**src/rtl/ts_packet_generator.sv**
```systemverilog
// MPEG2-TS packet source: byte-serial 188-byte packets with fixed PID,
// a per-packet continuity counter and on-demand CC-skip injection.
module ts_packet_generator #(
  parameter logic [12:0] PID     = 13'h0100,
  parameter int unsigned PKT_LEN = 188,
  parameter int unsigned GAP     = 4
) (
  input  logic        clk,
  input  logic        reset_n,
  input  logic        enable,
  input  logic        skip_req,
  output logic        valid,
  output logic        sync,
  output logic [7:0]  data,
  output logic        busy,
  output logic [31:0] packet_count
);

  localparam int unsigned IDX_W = 8;
  localparam int unsigned GAP_W = (GAP > 1) ? $clog2(GAP) : 1;
  localparam logic [IDX_W-1:0] LAST_IDX = IDX_W'(PKT_LEN - 1);
  localparam logic [IDX_W-1:0] HDR_LAST = IDX_W'(3);
  localparam logic [GAP_W-1:0] GAP_LAST = GAP_W'((GAP > 0) ? (GAP - 1) : 0);

  typedef enum logic [1:0] {
    S_IDLE    = 2'd0,
    S_HEADER  = 2'd1,
    S_PAYLOAD = 2'd2,
    S_GAP     = 2'd3
  } state_t;

  state_t           state;
  state_t           state_next;
  logic [IDX_W-1:0] idx;
  logic [IDX_W-1:0] idx_next;
  logic [GAP_W-1:0] gap_cnt;
  logic [GAP_W-1:0] gap_next;
  logic             emit_c;
  logic             last_sel_c;
  logic [7:0]       byte_c;
  logic             last_out;
  logic [3:0]       cc;
  logic             skip_pending;
  logic             skip_c;

  // State, byte index and gap counter registers
  always_ff @(posedge clk or negedge reset_n) begin
    if (!reset_n) begin
      state   <= S_IDLE;
      idx     <= '0;
      gap_cnt <= '0;
    end else begin
      state   <= state_next;
      idx     <= idx_next;
      gap_cnt <= gap_next;
    end
  end

  // Next-state logic: selects the byte index that is emitted one clock later
  always_comb begin
    state_next = state;
    idx_next   = idx;
    gap_next   = gap_cnt;
    emit_c     = 1'b0;
    last_sel_c = 1'b0;
    case (state)
      S_IDLE: begin
        if (enable) begin
          state_next = S_HEADER;
          idx_next   = '0;
        end
      end
      S_HEADER: begin
        emit_c   = 1'b1;
        idx_next = idx + IDX_W'(1);
        if (idx == HDR_LAST) begin
          state_next = S_PAYLOAD;
        end
      end
      S_PAYLOAD: begin
        emit_c = 1'b1;
        if (idx == LAST_IDX) begin
          last_sel_c = 1'b1;
          idx_next   = '0;
          gap_next   = '0;
          if (GAP == 0) begin
            state_next = enable ? S_HEADER : S_IDLE;
          end else begin
            state_next = S_GAP;
          end
        end else begin
          idx_next = idx + IDX_W'(1);
        end
      end
      S_GAP: begin
        if (gap_cnt == GAP_LAST) begin
          state_next = enable ? S_HEADER : S_IDLE;
        end else begin
          gap_next = gap_cnt + GAP_W'(1);
        end
      end
      default: begin
        state_next = S_IDLE;
      end
    endcase
  end

  // Byte map: sync, PID, flags+CC, then an incrementing payload pattern
  always_comb begin
    byte_c = idx;
    case (idx)
      8'd0:    byte_c = 8'h47;
      8'd1:    byte_c = {3'b000, PID[12:8]};
      8'd2:    byte_c = PID[7:0];
      8'd3:    byte_c = {2'b00, 2'b01, cc};
      default: byte_c = idx;
    endcase
  end

  // Registered stream outputs; last_out marks the cycle the last byte is on the bus
  always_ff @(posedge clk or negedge reset_n) begin
    if (!reset_n) begin
      valid    <= 1'b0;
      sync     <= 1'b0;
      data     <= 8'h00;
      busy     <= 1'b0;
      last_out <= 1'b0;
    end else begin
      valid    <= emit_c;
      sync     <= emit_c && (idx == '0);
      data     <= emit_c ? byte_c : 8'h00;
      busy     <= (state != S_IDLE);
      last_out <= last_sel_c;
    end
  end

  assign skip_c = skip_pending | skip_req;

  // Continuity counter, pending skip and packet counter advance at packet end
  always_ff @(posedge clk or negedge reset_n) begin
    if (!reset_n) begin
      cc           <= 4'd0;
      skip_pending <= 1'b0;
      packet_count <= 32'd0;
    end else if (last_out) begin
      cc           <= cc + (skip_c ? 4'd2 : 4'd1);
      skip_pending <= 1'b0;
      packet_count <= packet_count + 32'd1;
    end else if (skip_req) begin
      skip_pending <= 1'b1;
    end
  end

endmodule

```
**config.mk**
```make
export PLATFORM = sky130hd
export DESIGN_NAME = ts_packet_generator
export DESIGN_NICKNAME = d
export VERILOG_FILES = /design/src/rtl/ts_packet_generator.sv
export SDC_FILE = /design/constraint.sdc
export NUM_CORES = 1
export LEC_CHECK = 0
export BUFFER_PORTS_ARGS = -buffer_cell sky130_fd_sc_hd__buf_4
export CAP_MARGIN = 30
export CELL_PAD_IN_SITES_DETAIL_PLACEMENT = 0
export CELL_PAD_IN_SITES_GLOBAL_PLACEMENT = 1
export CORE_ASPECT_RATIO = 0.5
export CORE_MARGIN = 4
export CORE_UTILIZATION = 40
export DETAILED_ROUTE_END_ITERATION = 8
export PLACE_DENSITY_LB_ADDON = 0.1
export SLEW_MARGIN = 15
export SYNTH_ARGS = -nofsm -noshare
export SYNTH_HDL_FRONTEND = slang
export SYNTH_SLANG_ARGS = --single-unit
```
**constraint.sdc**
```tcl
create_clock -name clk -period 1.9 [get_ports clk]
set_input_delay 0.19 -clock clk [delete_from_list [all_inputs] [get_ports clk]]
set_output_delay 0.19 -clock clk [all_outputs]
set_load 0.01 [all_outputs]
```
==> results by group, run 1 <==
Global routing
  – Pin count of the biggest net entering global routing: 37
  – Total global-route track usage: 15.9%
  – GRT Residual Overflow: 0
  – Number of global-route vias before repair: 2246
  – First-pass GRT wire length: 10800 um
  – Initial antenna violation count: 0

Pwr
  – Switching share of power: 29.9%
  – Switching power total: 1.25 mW
  – Share of power burned in combinational logic: 28.4%
  – Leak pwr: 1.81 nW
  – Internal Power: 2.92 mW
  – Worst IR Drop VDD: 0.740 mV
  – Power Density: 1100 nW/um^2
  – Power share of the sequential group: 36.6%
  – Clock power frac: 35.0%

Critical path
  – CP Capture Point: state[0]
  – Worst Path Max Fanout: 8
  – Crit path capture type: flop
  – CP Launch Type: flop
  – FF-to-FF Start: state[1]
  – Worst Reg2Reg Path Length in Cells: 6
  – Worst Path Arrival: 2020 ps
  – Req. time, crit path: 2150 ps
  – Crit Path Class: flop to flop
  – Reg2Reg Setup Slack: 130 ps
  – CP Launch Point: state[1]
  – Reg-to-Reg End: state[0]

Clock tree
  – CTS tree: built
  – Worst-path clk slew: 50 ps
  – Clk buf depth: 2
  – H-tree depth: 3
  – Sinks on the clock net: 61
  – Inserted Clock Buffers: 9
  – Worst-Skew Late Latency: 320 ps
  – Clock root buffer: clkbuf_16

Detailed routing
  – DRC viols: 0
  – DR WL met3: 339 um
  – Detailed Route WL: 6170 um
  – Vias: 2150
  – Vias per std cell: 5.09
  – Pre-antenna DRT Iters: 4
  – Routed wire length per instance: 14.6 um
  – DR iter-0 viols: 122
  – DRT met1 WL: 2860 um
  – ANT nets after route: 0
  – Routed wl met2: 2900 um
  – Max Used Layer: met4

STA
  – Slew margin rel.: 70.9%
  – Fin crit share: 93.3%
  – Slew Viols, Final: 0
  – Fin crit period: 1770 ps
  – # setup viols final: 0
  – Fin Clk Skew: 3.57 ps
  – Fin. Hold Viols: 0
  – Worst Tran Pin Value: 437 ps
  – Highest Clock Rate: 0.564 GHz
  – RSZ-0062 raised after global routing: false
  – Worst hold slack: 240 ps
  – Setup TNS: 0 ps

Yosys
  – Synthesized cell area: 2960 um^2
  – Main synth FF type: dfrtp_1
  – Number of synthesized flops with an enable pin: 0
  – Post-Syn Instances: 265
  – Fraction of registers with async set or reset after synthesis: 100%
  – Post-synth cell types: 50
  – Seq cells post-synth: 61
  – Synth Area per Inst: 11.2 um^2
  – Synth warnings: 0
  – Sequential share of the synthesized area: 51.5%
  – Mapped Nets: 283

Die
  – Core area: 6940 um^2
  – Die width: 130 um
  – FP Rows: 21
  – Die Area: 8930 um^2
  – Starting Density: 42.7%
  – Die Y: 68.9 um
  – Io pins: 47

Finish
  – Filler cell count: 607
  – Register area: 1530 um^2
  – Antenna Cells: 0
  – Syn-to-layout area delta: 27.4%
  – Multi-input logic area: 1360 um^2
  – Layout cell share with drive strength beyond 1: 27.0%
  – Final nets: 345

Worst hold path
  – Type of the most critical hold path: input pin to flop

Outcome
  – Outcome: completed

Placement
  – Buffers on Ports: 46
  – HPWL after detailed placement: 4330 um
  – Gpl congestion: 0.901

Job
  – Max-Cap Viols: 0
## what timing repair did
| action | in CTS | in global routing |
|---|---|---|
| resized for setup | 0 | 6 |
| endpoints found under the setup margin | 0 | 10 |
| hold buffers | 1 | 0 |
| endpoints found under the hold margin | 25 | 0 |
| setup buffers | 0 | 0 |
## placed cells by master, fill, tap and decap left out, types with 2 or more instances in the layout
master and instances:
dfrtp_1 61, buf_4 57, xnor2_1 33, nand2_1 18
nand4_1 17, ha_1 13, nor2_1 12, inv_1 11
nand3_1 10, clkbuf_16 9, a21oi_1 8, and3_1 7
and4_1 7, and2_1 6, o21ai_0 6, xor2_1 5
mux2_2 3, nor2_2 2, o21a_1 2, nor2b_1 2
a21boi_0 2, a22o_1 2, clkinv_2 2, clkbuf_8 2
## routing by layer
metal	up-vias	global-route usage (%)
li1	1056	-
met1	1041	19.3
met2	46	26.4
met3	7	5.23
met4	0	6.61
met5	-	0
## sequential cells by signal, summed over array words and instances, names as in the netlist
register and count:
state 2, packet_count 32, last_out 1, cc 4, busy 1, valid 1
gap_cnt 2, sync 1, data 8, skip_pending 1, idx 8
## layout make-up
| cell class | instances | area share [%] |
|---|---|---|
| sequential | 61 | 40.5 |
| multi-input combinational | 184 | 36.1 |
| timing repair buffer | 59 | 12.1 |
| clock buffer | 12 | 6.80 |
| tap | 92 | 3.05 |
| inverter | 12 | 1.19 |
| clock inverter | 2 | 0.265 |
## worst min path at each step
stage                     startpoint                to  slack, ps  cells past startpoint
after floorplan              reset_n              busy       -110                      0
after global placement       reset_n  packet_count[22]        120                      1
after detailed placement     reset_n  packet_count[20]        130                      1
after CTS                   skip_req      skip_pending        230                      4
after global routing        skip_req      skip_pending        260                      4
final                       skip_req      skip_pending        240                      4
## cell families (layout without fill, tap and decap cells)
family | after synthesis | in the layout | share of synthesized area [%]
multiplexers | 4 | 4 | 1.48
AO/OA/AOI/OAI | 33 | 33 | 7.43
XOR/XNOR | 38 | 38 | 11.2
adder cells (fa/ha/maj) | 14 | 14 | 6.17
flip-flops | 61 | 61 | 51.5
AND/OR/NAND/NOR | 95 | 95 | 19.0
buffers and inverters | 20 | 85 | 3.17
## Yosys cell counts, types with 2 or more instances
| cell | n | area share, % |
|---|---|---|
| a21oi_1 | 8 | 1.4 |
| dfrtp_1 | 61 | 52 |
| buf_2 | 4 | 0.68 |
| nand4_1 | 17 | 3.6 |
| a21boi_0 | 2 | 0.51 |
| xor2_1 | 5 | 1.5 |
| clkbuf_1 | 2 | 0.25 |
| a22o_1 | 2 | 0.59 |
| nor2b_1 | 3 | 0.63 |
| inv_1 | 12 | 1.5 |
| nor2_1 | 13 | 1.6 |
| and2_1 | 6 | 1.3 |
| nand2_1 | 18 | 2.3 |
| nand3_1 | 10 | 1.7 |
| and4_1 | 7 | 2.1 |
| mux2_2 | 3 | 1.1 |
| xnor2_1 | 33 | 9.8 |
| nor3_1 | 2 | 0.34 |
| o21a_1 | 2 | 0.51 |
| and3_1 | 7 | 1.5 |
| o21ai_0 | 6 | 1.0 |
| a22oi_1 | 2 | 0.51 |
| ha_1 | 13 | 5.5 |
## metrics by stage
stage          total power, mW  std cells  instance area (um^2)  setup WS, ps  util (%)
6_report                  4.17        422                  3770           127      54.4
5_1_grt                   4.45        422                  3770          16.3      54.4
4_1_cts                   4.18        422                  3750          41.3      54.1
3_5_place_dp              2.69        407                  3480          49.6      50.1
3_3_place_gp              2.66        407                  3480           128      50.1
2_1_floorplan             2.30        265                  2960           148         -
## worst max-delay path, cell delays in order, from the launching register on
cell and delay [ps]:
dfrtp_1 410, inv_1 100, ha_1 210, nor2b_4 160, a21o_2 200, or4_1 490, a22oi_2 130
## power groups by stage
stage	Combinational (mW)	Sequential, mW	Clock (mW)
after floorplan	0.725	1.58	0
after global placement	1.12	1.54	0
after global routing	1.34	1.55	1.56
after detailed placement	1.15	1.54	0
after CTS	1.15	1.52	1.50
final	1.18	1.53	1.46
(Power assumes the default switching activity.)
==> run 2: changes to the inputs <==
==> constraint.sdc (replaced) <==
create_clock -name clk -period 1.9 [get_ports clk]
set_input_delay 0.38 -clock clk [delete_from_list [all_inputs] [get_ports clk]]
set_output_delay 0.38 -clock clk [all_outputs]
set_load 0.01 [all_outputs]
==> run 2 against run 1 <==
Compared with the run above:
- the run now ends with hold timing left
- design area is 2.1% higher
- clock power is 21% higher
- via count is 2.6% higher
- flip-flop and latch count stayed put
- maximum frequency is 2.7% lower
- core utilization is 1.2 points higher
- routed wire length is 3.2% higher
- cell count is 1.7% higher
- critical path depth stayed put
- critical path type unchanged
- power is 8.9% higher
- sequential share of layout area is 0.84 points lower
- global-route usage hardly changed
==> results by group, run 2 (same netlist as run 1, synthesis figures left out) <==
Outcome
  – Outcome: finished with violations
  – Failing checks: hold timing

STA
  – Highest Clock Rate: 0.549 GHz (-2.7%)
  – Fin crit share: 95.9% (+2.5 points)
  – # setup viols final: 0 (unchanged)
  – Fin crit period: 1820 ps (+48.3 ps)
  – Fin. Hold Viols: 3 (+3)
  – Slew Viols, Final: 0 (unchanged)
  – Worst Tran Pin Value: 561 ps (+124 ps)
  – Fin Clk Skew: 3.46 ps (-0.109 ps)
  – Slew margin rel.: 62.4% (-8.4 points)
  – Worst hold slack: -2.42 ps (-243 ps)

Detailed routing
  – DR iter-0 viols: 73 (-40%)
  – Detailed Route WL: 6360 um (+3.2%)
  – Vias per std cell: 5.14 (+0.93%)
  – ANT nets after route: 0 (unchanged)
  – Routed wire length per instance: 14.8 um (+1.5%)
  – DRC viols: 0 (unchanged)
  – Vias: 2206 (+2.6%)
  – Pre-antenna DRT Iters: 4 (unchanged)

Finish
  – Final nets: 350 (+1.4%)
  – Most common cell after layout, fill and taps aside: buf_4
  – Largest regs: packet_count (32), data (8), idx (8)
  – Antenna Cells: 0 (unchanged)
  – Layout cell share with drive strength beyond 1: 28.2% (+1.2 points)
  – Max FFs per register: 32 (unchanged)
  – Fin util: 55.6% (+1.2 points)
  – Filler cell count: 605 (-0.33%)
  – Syn-to-layout area delta: 30.1%
  – Top reg by flops: packet_count
  – Commonest non-fill, non-tap cells in the layout: buf_4 (63), dfrtp_1 (61), xnor2_1 (33), nand2_1 (18), nand4_1 (17)

Critical path
  – Max stage delay on crit path: 480 ps (about the same)
  – Crit path capture type: flop
  – Critical Path Stages: 6 (unchanged)
  – WP buf/inv: 1 (unchanged)
  – Slowest cell on crit path: or4_1
  – Worst Reg2Reg Path Length in Cells: 6 (unchanged)
  – Req. time, crit path: 2130 ps (-20 ps)
  – Worst Path Max Fanout: 8 (unchanged)
  – CP delay by family, top: simple AND/OR/NAND/NOR gates
  – CP Launch Type: flop
  – Crit Path Class: flop to flop
  – Worst-path cell chain: inv_1 -> ha_1 -> nor2b_2 -> a21o_2 -> or4_1 -> a22oi_1
  – Worst Path Arrival: 2050 ps (+30 ps)

Clock tree
  – Clock root buffer: clkbuf_16
  – Clk buf depth: 2 (unchanged)
  – H-tree depth: 3 (unchanged)
  – Worst-Skew Late Latency: 320 ps (about the same)
  – # hold bufs at CTS: 0 (-1)
  – CTS tree: built
  – Sinks on the clock net: 61 (unchanged)
  – Worst-path clk slew: 50 ps (about the same)
  – Inserted Clock Buffers: 9 (unchanged)

Die
  – Starting Density: 42.7% (unchanged)
  – Die Area: 8930 um^2 (unchanged)
  – Core area: 6940 um^2 (unchanged)
  – Die Y: 68.9 um (unchanged)
  – Die width: 130 um (unchanged)
  – Io pins: 47 (unchanged)
  – FP Rows: 21 (unchanged)

Global routing
  – Pin count of the biggest net entering global routing: 34 (-8.1%)
  – GRT Residual Overflow: 0 (unchanged)
  – Number of global-route vias before repair: 2291 (+2.0%)
  – Initial antenna violation count: 0 (unchanged)
  – First-pass GRT wire length: 10800 um (-0.52%)
  – Total global-route track usage: 15.8% (-0.022 points)

Worst hold path
  – Type of the most critical hold path: input pin to asynchronous set/reset pin

Placement
  – HPWL after detailed placement: 4450 um (+2.8%)
  – Buffers on Ports: 46 (unchanged)
  – Gpl congestion: 0.907 (+0.60%)

Pwr
  – Leak pwr: 1.86 nW (+2.7%)
  – Power Density: 1180 nW/um^2 (+6.7%)
  – Total power draw: 4.54 mW (+8.9%)
  – Worst IR Drop VDD: 0.750 mV (+1.3%)

Job
  – Max-Cap Viols: 0 (unchanged)
[run 2: path summary, 6_finish.rpt]
check / start / slack (ps) / to
worst max-delay path: state[1] / 80 / state[0]
worst min-delay path: reset_n / -2 / packet_count[20]
min in group clk: skip_req / 440 / skip_pending
worst min register to register: packet_count[31] / 470 / packet_count[31]
worst max register to register: state[1] / 80 / state[0]
max in group asynchronous: reset_n / 1390 / idx[2]
[run 2: cell type report]
type / count / area, um^2 / share of cell area (%)
inverters: 12 / 45.0 / 1.17
flip-flops and latches: 61 / 1530 / 39.6
well taps: 92 / 115 / 2.99
multi-input cells: 184 / 1350 / 35.0
clock inverters: 4 / 70.1 / 1.82
repair buffers: 64 / 493 / 12.8
clock buffers: 12 / 256 / 6.66
[run 2: routing by layer]
metal | wire (um) | track usage [%]
met1 | 2790 | 17.9
met2 | 3120 | 28.0
met3 | 375 | 5.15
met4 | 77 | 7.12
met5 | 0 | 0
[run 2: power breakdown]
part	leakage, nW	switching [mW]	internal, mW
combinational	0.874	0.669	0.597
clock	0.163	0.542	1.21
sequential	0.819	0.0731	1.45
[run 2: timing repair]
item / in CTS / in global routing
gates resized for setup: 0 / 3
endpoints found under the setup margin: 1 / 9
pin swaps: 0 / 0
buffers inserted: 0 / 6
[run 2: through the flow]
step | cell area (um^2) | hold WS [ps] | std cells | TNS [ps] | setup slack, ps
after floorplan | 2960 | 84.4 | 265 | 0 | 148
after global placement | 3480 | 350 | 407 | 0 | 130
after detailed placement | 3480 | 354 | 407 | 0 | 2.07
after CTS | 3800 | 5.11 | 423 | -11.3 | -11.3
after global routing | 3850 | 21.0 | 429 | -8.90 | -8.90
final | 3850 | -2.42 | 429 | 0 | 78.7
==> run 3: changes to the inputs <==
--- a/config.mk
+++ b/config.mk
@@ -5,14 +5,14 @@
 export SDC_FILE = /design/constraint.sdc
 export NUM_CORES = 1
 export LEC_CHECK = 0
-export BUFFER_PORTS_ARGS = -buffer_cell sky130_fd_sc_hd__buf_4
 export CAP_MARGIN = 30
 export CELL_PAD_IN_SITES_DETAIL_PLACEMENT = 0
 export CELL_PAD_IN_SITES_GLOBAL_PLACEMENT = 1
 export CORE_ASPECT_RATIO = 0.5
 export CORE_MARGIN = 4
-export CORE_UTILIZATION = 40
+export CORE_UTILIZATION = 45
 export DETAILED_ROUTE_END_ITERATION = 8
+export DONT_BUFFER_PORTS = 1
 export PLACE_DENSITY_LB_ADDON = 0.1
 export SLEW_MARGIN = 15
 export SYNTH_ARGS = -nofsm -noshare
==> run 3 against run 2 <==
Compared with the run above:
- the flow now finishes without violations
- sequential share of layout area grew 3.7 points
- count of clock-buffer cells in the layout is the same
- core utilization grew 1.0 points
- flip-flop and latch count unchanged
- die area decreased by 10%
- design area fell by 8.5%
- power fell by 7.8%
- clock skew increased by 1.3 ps
- non-clock buffer count down 42
- worst hold slack improved by 340 ps
- cell count down 11%
==> results by group, run 3 (same netlist as run 1, synthesis figures left out) <==
Outcome
  – Outcome: completed

Critical path
  – Worst Path Max Fanout: 8 (unchanged)
  – Crit Path Class: flop to flop
  – Reg-to-Reg End: state[0]
  – Slowest cell on crit path: or4_1
  – Reg2Reg Setup Slack: 100 ps (+20 ps)
  – Worst Path Arrival: 2030 ps (-20 ps)
  – Worst-path cell chain: inv_1 -> ha_1 -> nor2b_2 -> a21o_2 -> or4_1 -> a22oi_1
  – Worst Reg2Reg Path Length in Cells: 6 (unchanged)
  – Crit path capture type: flop
  – FF-to-FF Start: state[1]
  – CP Launch Type: flop
  – Req. time, crit path: 2130 ps (about the same)
  – Max stage delay on crit path: 460 ps (-20 ps)

Worst hold path
  – Worst Hold End: state[0]
  – Type of the most critical hold path: input pin to flop
  – Hold Path Depth: 2
  – Critical hold path startpoint: enable

Placement
  – DP Cell Count: 363 (-11%)
  – Placed Instance Area: 3170 um^2 (-8.8%)
  – Buffers on Ports: 0 (-100%)
  – HPWL after detailed placement: 4170 um (-6.3%)
  – Gpl congestion: 0.812 (-10%)

Die
  – Die Y: 65.4 um (-5.1%)
  – Core area: 6230 um^2 (-10%)
  – Die width: 123 um (-5.4%)
  – Starting Density: 47.6% (+4.8 points)
  – Die Area: 8020 um^2 (-10%)
  – FP Rows: 20 (-4.8%)
  – Io pins: 47 (unchanged)

Finish
  – Commonest non-fill, non-tap cells in the layout: dfrtp_1 (61), xnor2_1 (33), buf_4 (19), nand2_1 (18), nand4_1 (17)
  – Largest regs: packet_count (32), data (8), idx (8)
  – Non-Filler Instances: 383 (-11%)
  – Layout cell share with drive strength beyond 1: 16.9% (-11 points)
  – Max FFs per register: 32 (unchanged)
  – Syn-to-layout area delta: 19.0%
  – Final nets: 308 (-12%)
  – Antenna Cells: 0 (unchanged)
  – Most common cell after layout, fill and taps aside: dfrtp_1
  – Top reg by flops: packet_count
  – Fin util: 56.6% (+1.0 points)
  – Final instance area: 3530 um^2 (-8.5%)

Global routing
  – Pin count of the biggest net entering global routing: 62 (+82%)
  – Initial antenna violation count: 0 (unchanged)
  – Total global-route track usage: 16.7% (+0.91 points)
  – GRT Residual Overflow: 0 (unchanged)
  – Number of global-route vias before repair: 2150 (-6.2%)
  – First-pass GRT wire length: 10300 um (-4.0%)

Pwr
  – Leak pwr: 1.62 nW (-13%)
  – Total power draw: 4.19 mW (-7.8%)
  – Worst IR Drop VDD: 0.828 mV (+10%)
  – Power Density: 1190 nW/um^2 (+0.82%)

Clock tree
  – Worst-path clk slew: 50 ps (about the same)
  – CTS tree: built
  – Worst-Skew Late Latency: 320 ps (about the same)
  – Sinks on the clock net: 61 (unchanged)
  – Clk buf depth: 2 (unchanged)
  – Inserted Clock Buffers: 9 (unchanged)
  – H-tree depth: 3 (unchanged)
  – Clock root buffer: clkbuf_16

Job
  – Max-Cap Viols: 0 (unchanged)

Detailed routing
  – Routed wire length per instance: 15.6 um (+5.2%)
  – DRC viols: 0 (unchanged)
  – Detailed Route WL: 5980 um (-6.1%)
  – ANT nets after route: 0 (unchanged)
  – DR iter-0 viols: 96 (+32%)
  – Pre-antenna DRT Iters: 6 (+2)
  – Vias: 2046 (-7.3%)
  – Vias per std cell: 5.34 (+3.9%)

STA
  – Slew margin rel.: 62.3% (-0.10 points)
  – Slew Viols, Final: 0 (unchanged)
  – Fin. Hold Viols: 0 (-3)
  – Fin Clk Skew: 4.71 ps (+1.25 ps)
  – Worst Tran Pin Value: 563 ps (+1.50 ps)
  – Highest Clock Rate: 0.556 GHz (+1.3%)
  – Fin crit period: 1800 ps (-22.5 ps)
  – Fin crit share: 94.7% (-1.2 points)
  – # setup viols final: 0 (unchanged)
## run 3: worst max-delay path by stage
stage          startpoint       end  slack, ps  depth (start not counted)
2_1_floorplan    state[0]  state[0]        150                          7
3_3_place_gp     state[1]  state[1]        140                          6
3_5_place_dp     state[1]  state[1]         40                          6
4_1_cts          state[1]  state[1]         30                          6
5_1_grt          state[1]  state[0]        -20                          6
6_report         state[1]  state[0]        100                          6
## run 3: power breakdown
| part | leakage [nW] | internal, mW | switching [mW] |
|---|---|---|---|
| combinational | 0.662 | 0.472 | 0.577 |
| sequential | 0.819 | 1.45 | 0.117 |
| clock | 0.143 | 1.04 | 0.531 |
## run 3: critical path, delay by kind of cell, from the launching register on
family | cells | cell delay, ps
compound gates | 2 | 360
fa+ha+maj | 1 | 200
buf+inv | 1 | 100
flops | 1 | 380
simple gates | 2 | 670
## run 3: through the flow
stage / hold WS (ps) / setup slack [ps] / TNS (ps)
2_1_floorplan: 84.4 / 148 / 0
3_3_place_gp: 85.8 / 143 / 0
3_5_place_dp: 85.8 / 41.5 / 0
4_1_cts: 315 / 31.6 / 0
5_1_grt: 359 / -18.1 / -18.1
6_report: 339 / 101 / 0
## run 3: timing repair
item	CTS	global route
gates resized for setup	0	2
hold buffers	2	0
hold endpoints to repair	61	0
setup buffers	0	2
setup endpoints to repair	0	10
## run 3: area by class of cell
class	count	area, um^2
clock buffers	12	246
clock inverters	4	47.5
fillers	515	2710
inverters	12	45.0
multi-input cells	184	1350
flip-flops and latches	61	1530
well taps	88	110
repair buffers	22	200
## run 3: routing by layer
| layer | share of wire, % | up-vias | GRT usage (%) |
|---|---|---|---|
| met5 | 0 | - | 0 |
| li1 | - | 985 | - |
| met1 | 42 | 1002 | 19.1 |
| met4 | 1.0 | 0 | 5.86 |
| met2 | 50 | 51 | 28.3 |
| met3 | 7.5 | 8 | 7.22 |
